### src/rtl/mem_access_unit.sv
// mem_access_unit: serialises fetch/load/store requests onto a single-port,
// variable-latency memory, with a watchdog that sets a sticky bus error.
`default_nettype none

module mem_access_unit #(
  parameter int DATA_W  = 8,
  parameter int ADDR_W  = 8,
  parameter int TIMEOUT = 15
) (
  input  logic              clk,
  input  logic              reset,
  input  logic              fetch_req,
  input  logic              load_req,
  input  logic              store_req,
  input  logic [ADDR_W-1:0] pc_addr,
  input  logic [ADDR_W-1:0] data_addr,
  input  logic [DATA_W-1:0] wdata,
  output logic              stall,
  output logic              done,
  output logic [DATA_W-1:0] instr,
  output logic [DATA_W-1:0] rdata,
  output logic              bus_err,
  output logic              mem_req,
  output logic              mem_we,
  output logic [ADDR_W-1:0] mem_addr,
  output logic [DATA_W-1:0] mem_wdata,
  input  logic [DATA_W-1:0] mem_rdata,
  input  logic              mem_ack
);

  localparam int CNT_W = (TIMEOUT > 0) ? $clog2(TIMEOUT + 1) : 1;
  // Value of the counter during the last BUSY cycle the watchdog allows.
  localparam logic [CNT_W-1:0] CNT_LAST = (TIMEOUT > 0) ? CNT_W'(TIMEOUT - 1) : '0;

  typedef enum logic [1:0] {
    IDLE = 2'd0,
    BUSY = 2'd1,
    DONE = 2'd2
  } state_t;

  typedef enum logic [1:0] {
    K_FETCH = 2'd0,
    K_LOAD  = 2'd1,
    K_STORE = 2'd2
  } kind_t;

  state_t           state;
  state_t           next_state;
  kind_t            kind;
  logic [CNT_W-1:0] cnt;
  logic             any_req;
  logic             timeout_hit;

  assign any_req     = fetch_req | load_req | store_req;
  assign timeout_hit = (TIMEOUT != 0) && (state == BUSY) && !mem_ack && (cnt == CNT_LAST);
  assign stall       = !reset && (((state == IDLE) && any_req) || (state == BUSY));

  always_comb begin
    next_state = state;
    case (state)
      IDLE:    if (any_req) next_state = BUSY;
      BUSY:    if (mem_ack || timeout_hit) next_state = DONE;
      DONE:    next_state = IDLE;
      default: next_state = IDLE;
    endcase
  end

  always_ff @(posedge clk) begin
    if (reset) begin
      state     <= IDLE;
      kind      <= K_FETCH;
      cnt       <= '0;
      mem_req   <= 1'b0;
      mem_we    <= 1'b0;
      mem_addr  <= '0;
      mem_wdata <= '0;
      instr     <= '0;
      rdata     <= '0;
      done      <= 1'b0;
      bus_err   <= 1'b0;
    end else begin
      state   <= next_state;
      mem_req <= (next_state == BUSY);
      done    <= (next_state == DONE);
      case (state)
        IDLE: begin
          if (any_req) begin
            cnt       <= '0;
            mem_wdata <= wdata;
            // Lower-priority requests are dropped, not queued.
            if (fetch_req) begin
              kind     <= K_FETCH;
              mem_addr <= pc_addr;
              mem_we   <= 1'b0;
            end else if (load_req) begin
              kind     <= K_LOAD;
              mem_addr <= data_addr;
              mem_we   <= 1'b0;
            end else begin
              kind     <= K_STORE;
              mem_addr <= data_addr;
              mem_we   <= 1'b1;
            end
          end
        end
        BUSY: begin
          cnt <= cnt + CNT_W'(1);
          if (mem_ack) begin
            if (kind == K_FETCH) instr <= mem_rdata;
            if (kind == K_LOAD)  rdata <= mem_rdata;
          end else if (timeout_hit) begin
            bus_err <= 1'b1;
          end
        end
        default: ;
      endcase
    end
  end

endmodule

`default_nettype wire

### config.mk
export PLATFORM = sky130hd
export DESIGN_NAME = mem_access_unit
export DESIGN_NICKNAME = d
export VERILOG_FILES = /design/src/rtl/mem_access_unit.sv
export SDC_FILE = /design/constraint.sdc
export NUM_CORES = 1
export LEC_CHECK = 0
export BUFFER_PORTS_ARGS = -buffer_cell sky130_fd_sc_hd__buf_2
export CORE_MARGIN = 2
export CORE_UTILIZATION = 45
export CTS_BUF_LIST = sky130_fd_sc_hd__clkbuf_8
export CTS_CLUSTER_SIZE = 14
export DETAILED_ROUTE_END_ITERATION = 8
export PLACE_DENSITY = 0.76
export SYNTH_ARGS = -nofsm -noshare
export SYNTH_HDL_FRONTEND = slang
export SYNTH_SLANG_ARGS = --single-unit
### constraint.sdc
create_clock -name clk -period 1.5 [get_ports clk]
set_clock_uncertainty 0.1 [all_clocks]
set_input_delay 0.225 -clock clk [delete_from_list [all_inputs] [get_ports clk]]
set_output_delay 0.225 -clock clk [all_outputs]
set_load 0.02 [all_outputs]
==> results of run 1 <==
[repair_timing]
action,in CTS,in global routing
setup buffers,1,2
gates resized for setup,4,3
pin swaps,1,1
setup endpoints to repair,2,12
endpoints found under the hold margin,0,0
[state kept, by name, summed over array words and instances, names as in the netlist]
| signal | cells |
|---|---|
| instr | 8 |
| mem_addr | 8 |
| mem_wdata | 8 |
| rdata | 8 |
| cnt | 4 |
| state | 2 |
| bus_err | 1 |
| done | 1 |
| kind | 1 |
| mem_req | 1 |
| mem_we | 1 |
[layout make-up]
cell class	count	area, um^2
Timing Repair Buffer	84	460
Clock buffer	7	96.3
Clock inverter	1	3.75
Inverter	4	15.0
Multi-Input combinational cell	139	827
Sequential cell	43	866
Tap cell	48	60.1
Fill cell	343	1420
[routing by layer]
metal  up-vias  wire, um  track usage (%)
li1        881         -                -
met1       803      1920             24.0
met2        69      1920             31.1
met3         7       324             5.41
met4         0        75             8.67
met5         -         0                0
[cells in the final DEF (no fill, tap or decap), types with 2 or more instances in the layout]
master    instances
o21ai_0          25
or3_1             2
ha_1              2
o31ai_1           2
nor3_1            4
nand3_1          25
clkbuf_8          7
dfxtp_1          41
inv_1             5
buf_2            73
nor2_1            8
nand2b_1          3
mux2i_1           8
a21oi_1          36
a211oi_1          9
buf_4            10
[critical path, cell delays in order (launching register included)]
cell,delay [ns]
dfxtp_4,0.36
inv_1,0.05
a21oi_2,0.13
nor2b_1,0.14
buf_4,0.14
[worst max path at each step]
stage,from,endpoint,slack (ns)
after floorplan,mem_we,instr[0],0.16
after global placement,fetch_req,stall,0.02
after detailed placement,fetch_req,mem_addr[2],-0.01
after CTS,state[0],stall,0.001
after global routing,state[1],stall,0.001
final,state[0],stall,0.06
[report_power, final]
group / switching (mW) / internal, mW
clock: 0.369 / 0.413
sequential: 0.0381 / 1.21
combinational: 0.296 / 0.197
total: 0.703 / 1.82
[logic make-up after synthesis]
kind of cell / count (synthesis) / synth area share [%]
flops: 43 / 48.3
buf+inv: 22 / 5.96
fa+ha+maj: 2 / 1.40
mux: 8 / 4.49
simple gates: 52 / 16.0
compound gates: 77 / 23.9
[through the flow]
step / cell area, um^2 / utilization (%) / hold slack [ns] / std cells / setup TNS, ns
after floorplan: 1780 / - / 0.273 / 204 / 0
after global placement: 2190 / 58.4 / 0.355 / 315 / 0
after detailed placement: 2190 / 58.4 / 0.355 / 315 / -0.0235
after CTS: 2300 / 61.6 / 0.0723 / 324 / 0
after global routing: 2330 / 62.2 / 0.0763 / 326 / 0
final: 2330 / 62.2 / 0.0789 / 326 / 0
==> run metrics, run 1 <==
outcome=completed; CTS Root Cell=clkbuf_8; Period Utilization, post-route=95.8%; critical path type=register to primary output; H-tree depth=2; Die ar.=approximately 4500 um^2; Ys Warns=0; DR WL/cell=13.0 um; Clock Latency Late Sink=0.29 ns; cts bufs inserted=5; CTS sink count=43; vias per cell=around 5.4; Final GP Congestion=0.830; CTS tree=yes; Die Y=66.9 um; count leader, synth=dfxtp_1; crit path launch type=register; post-synthesis sequential area ratio=48.3%; Period minus WS final=1.44 ns; prevailing post-synth register cell=dfxtp_1; leakage power=1.04 nW; FF-to-FF End=mem_req; Core ar.=about 3700 um^2; row count=22; PnR worst setup slack=0.0635 ns; largest fanout on the critical path=4; initial antenna violation count=0; Tot Pwr=2.53 mW; syn_nets=244; Final setup viols=0; GR Util All Layers=between 15 and 20%; largest net degree at the start of global routing=42; main area contributors after synthesis=dfxtp_1, a21oi_1, nand3_1; # IOs=75; Reg2Reg Setup Slack=~0.080 ns; final wirelength=roughly 4.2 mm; First-pass DRT Iterations=4; Layout area overhead=30.6%; Yosys top cell area share=48.3%; die span in x=66.9 um; CP required=1.17 ns; Hold Path Sink=mem_wdata[3]; Tightest Pin Transition=0.534 ns; Place WS=-0.0115 ns; First DRT Iteration DRCs=88; worst reg2reg path depth=5; number of synthesized flops with an enable pin=0; worst hold path type=input port to register; cts hold-fix bufs=0; share of post-route cells with drive strength above 1=between 30% and 40%; Fmax=696 MHz; asr flop ratio synth=0%; Diodes inserted=0; Port Buffers=74; Clock Tree Buf Depth=2; synthesized cell area=approximately 1800 um^2; Starting Density=47.6%; GRT overflow=0; Routed Antenna Nets=0; vias=1,760; DRC errors left=0; Hold Path Cell Cnt=3; Worst Hold Launch=wdata[3]; Mapped Cells=204; Yosys cell types=31; worst r2r src=cnt[0]; hpwl dp=2.94 mm; via count of the first global-routing pass=1,563; syn_area_per_cell=8.74 um^2; capturing element type of the critical path=primary output; Synth Register Bits=43; Final Hold Violating Endpoints=0; Nets=317; critical path data arrival time=1.11 ns; Cell Pwr Density=1090 nW/um^2; global-route wire length before repair=6.68 mm; Slew HR=64.4%; max-cap violations=0; Reg clk slew, reported paths=0.08 ns; Pins Over Slew Limit=0; VDD IR max=about 0.6 mV; unrepaired setup endpoints after global routing=false; top cells by count, synth=dfxtp_1, a21oi_1, nand3_1, o21ai_0, a211oi_1; Yosys top cell by area=dfxtp_1
Power figures use the tool's default switching activity.
==> run 2, diff against run 1 <==
--- a/constraint.sdc
+++ b/constraint.sdc
@@ -4,2 +4,2 @@
 set_output_delay 0.225 -clock clk [all_outputs]
-set_load 0.02 [all_outputs]
+set_load 0.1 [all_outputs]
==> run metrics, run 2 (synthesis gave the netlist of run 1 again) <==
vias=1,770 (was 1,760); Cell Pwr Density=1210 nW/um^2 (was 1090 nW/um^2); post-layout util=63.2% (was 62.2%); Clock Tree Buf Depth=2 (unchanged); Final setup viols=0 (unchanged); via count of the first global-routing pass=1,592 (was 1,563); cts bufs inserted=5 (unchanged); Tightest Pin Transition=0.496 ns (was 0.534 ns); unrepaired setup endpoints after global routing=true (was false); Core ar.=3740 um^2 (unchanged); most frequent cells in the layout=buf_2, dfxtp_1, a21oi_1 (unchanged); DR WL/cell=12.8 um (was 13.0 um); Period minus WS final=1.50 ns (was 1.44 ns); area occupied by multi-input gates=838 um^2 (was 827 um^2); Starting Density=47.6% (unchanged); CP required=1.17 ns (about the same); # IOs=75 (unchanged); GRT overflow=0 (unchanged); capturing element type of the critical path=primary output (unchanged); Final Hold Violating Endpoints=0 (unchanged); Reg2Reg Setup Slack=0.03 ns (was 0.08 ns); Worst path slowest cell=dfxtp_1 (was dfxtp_4); leakage power=1.07 nW (was 1.04 nW); crit path launch type=register (unchanged); Place WS=0.0720 ns (was -0.0115 ns); H-tree depth=2 (unchanged); largest fanout on the critical path=7 (was 4); First DRT Iteration DRCs=115 (was 88); initial antenna violation count=0 (unchanged); Pins Over Slew Limit=0 (unchanged); worst reg2reg path depth=5 (unchanged); outcome=completed (unchanged); Diodes inserted=0 (unchanged); Hold Path Cell Cnt=3 (unchanged); CTS sink count=43 (unchanged); FILL cells=343 (unchanged); row count=22 (unchanged); CTS Root Cell=clkbuf_8 (unchanged); FF-to-FF End=mem_wdata[3] (was mem_req); PnR worst setup slack=0.000282 ns (was 0.0635 ns); global-route wire length before repair=7.14 mm (was 6.68 mm); Storage cell area=867 um^2 (was 866 um^2); First-pass DRT Iterations=4 (unchanged); worst path cell trace=a21oi_2 -> nor2b_4 -> buf_12 (was inv_1 -> a21oi_2 -> nor2b_1 -> buf_4); VDD IR max=0.544 mV (was 0.590 mV); Period Utilization, post-route=100% (was 95.8%); most common cell after layout, fill and taps aside=buf_2 (unchanged); largest net degree at the start of global routing=22 (was 42); CTS tree=yes (unchanged); CP max stage delay=0.37 ns (was 0.36 ns); GR Util All Layers=21.0% (was 19.4%); Reg clk slew, reported paths=0.08 ns (about the same); die span in x=66.9 um (unchanged); Hold Path Sink=mem_wdata[0] (was mem_wdata[3]); Routed Antenna Nets=0 (unchanged); Slew HR=67.2% (was 64.4%); buffers plus inverters on the worst setup path=1 (was 2); Final GP Congestion=0.713 (was 0.830); critical path type=register to primary output (unchanged); share of post-route cells with drive strength above 1=37.9% (was 36.0%); worst r2r src=state[0] (was cnt[0]); Worst Hold Launch=wdata[0] (was wdata[3]); final wirelength=4.21 mm (was 4.25 mm); CP top delay family=flip-flops (unchanged); Layout area overhead=32.6% (was 30.6%); worst hold path type=input port to register (unchanged); max-cap violations=0 (unchanged); Die ar.=4480 um^2 (unchanged); hpwl dp=2.93 mm (was 2.94 mm); Die Y=66.9 um (unchanged); critical path data arrival time=1.17 ns (was 1.11 ns); DRC errors left=0 (unchanged); Fmax=667 MHz (was 696 MHz); Port Buffers=74 (unchanged); vias per cell=5.36 (was 5.40); Nets=321 (was 317); Clock Latency Late Sink=0.29 ns (about the same)
## run 2: per-layer routing
| layer | track usage, % | up-vias | routed length (um) |
|---|---|---|---|
| li1 | - | 889 | - |
| met1 | 26.4 | 807 | 1860 |
| met2 | 34.5 | 67 | 1980 |
| met3 | 5.41 | 7 | 300 |
| met4 | 7.65 | 0 | 68 |
| met5 | 0 | - | 0 |
## run 2: report_power, final
part	internal [mW]	total (mW)	leakage, nW	switching (mW)
Clock	0.313	0.697	0.0505	0.384
Sequential	1.21	1.25	0.353	0.0386
Combinational	0.218	0.907	0.664	0.690
## run 2: through the flow
step | TNS (ns) | power (mW) | hold WS (ns) | std cells | instance area [um^2]
6_report | 0 | 2.86 | 0.0716 | 330 | 2360
5_1_grt | -0.151 | 3.00 | 0.0584 | 330 | 2360
4_1_cts | -0.0208 | 2.87 | 0.0636 | 330 | 2360
3_5_place_dp | 0 | 2.17 | 0.360 | 320 | 2250
3_3_place_gp | 0 | 2.16 | 0.355 | 320 | 2250
2_1_floorplan | -0.0127 | 1.97 | 0.273 | 204 | 1790
## run 2: worst reg2reg max path: stages, from the launching register on
cell	delay, ns
dfxtp_2	0.33
buf_4	0.14
or2_2	0.38
buf_4	0.19
o21ai_0	0.14
a21oi_1	0.08
## run 2: layout make-up
class / instances / share of cell area [%]
well taps: 48 / 2.54
repair buffers: 88 / 21.3
clock inverters: 3 / 0.529
clock buffers: 5 / 2.91
multi-input cells: 139 / 35.4
inverters: 4 / 0.635
flip-flops and latches: 43 / 36.7
## run 2: worst max path at each step
| stage | start | to | slack, ns | cells past startpoint |
|---|---|---|---|---|
| floorplan | state[0] | stall | -0.01 | 3 |
| global placement | fetch_req | stall | 0.08 | 5 |
| detailed placement | fetch_req | stall | 0.07 | 5 |
| CTS | state[0] | stall | -0.02 | 4 |
| global route | state[0] | stall | -0.06 | 4 |
| finish | state[1] | stall | 0.0003 | 3 |
## run 2: repair_timing
action                     4_1_cts  5_1_grt
setup buffers                    2        0
setup endpoints to repair        1       24
hold buffers                     0        0
gates resized for setup          4        4
pin swaps                        1        1
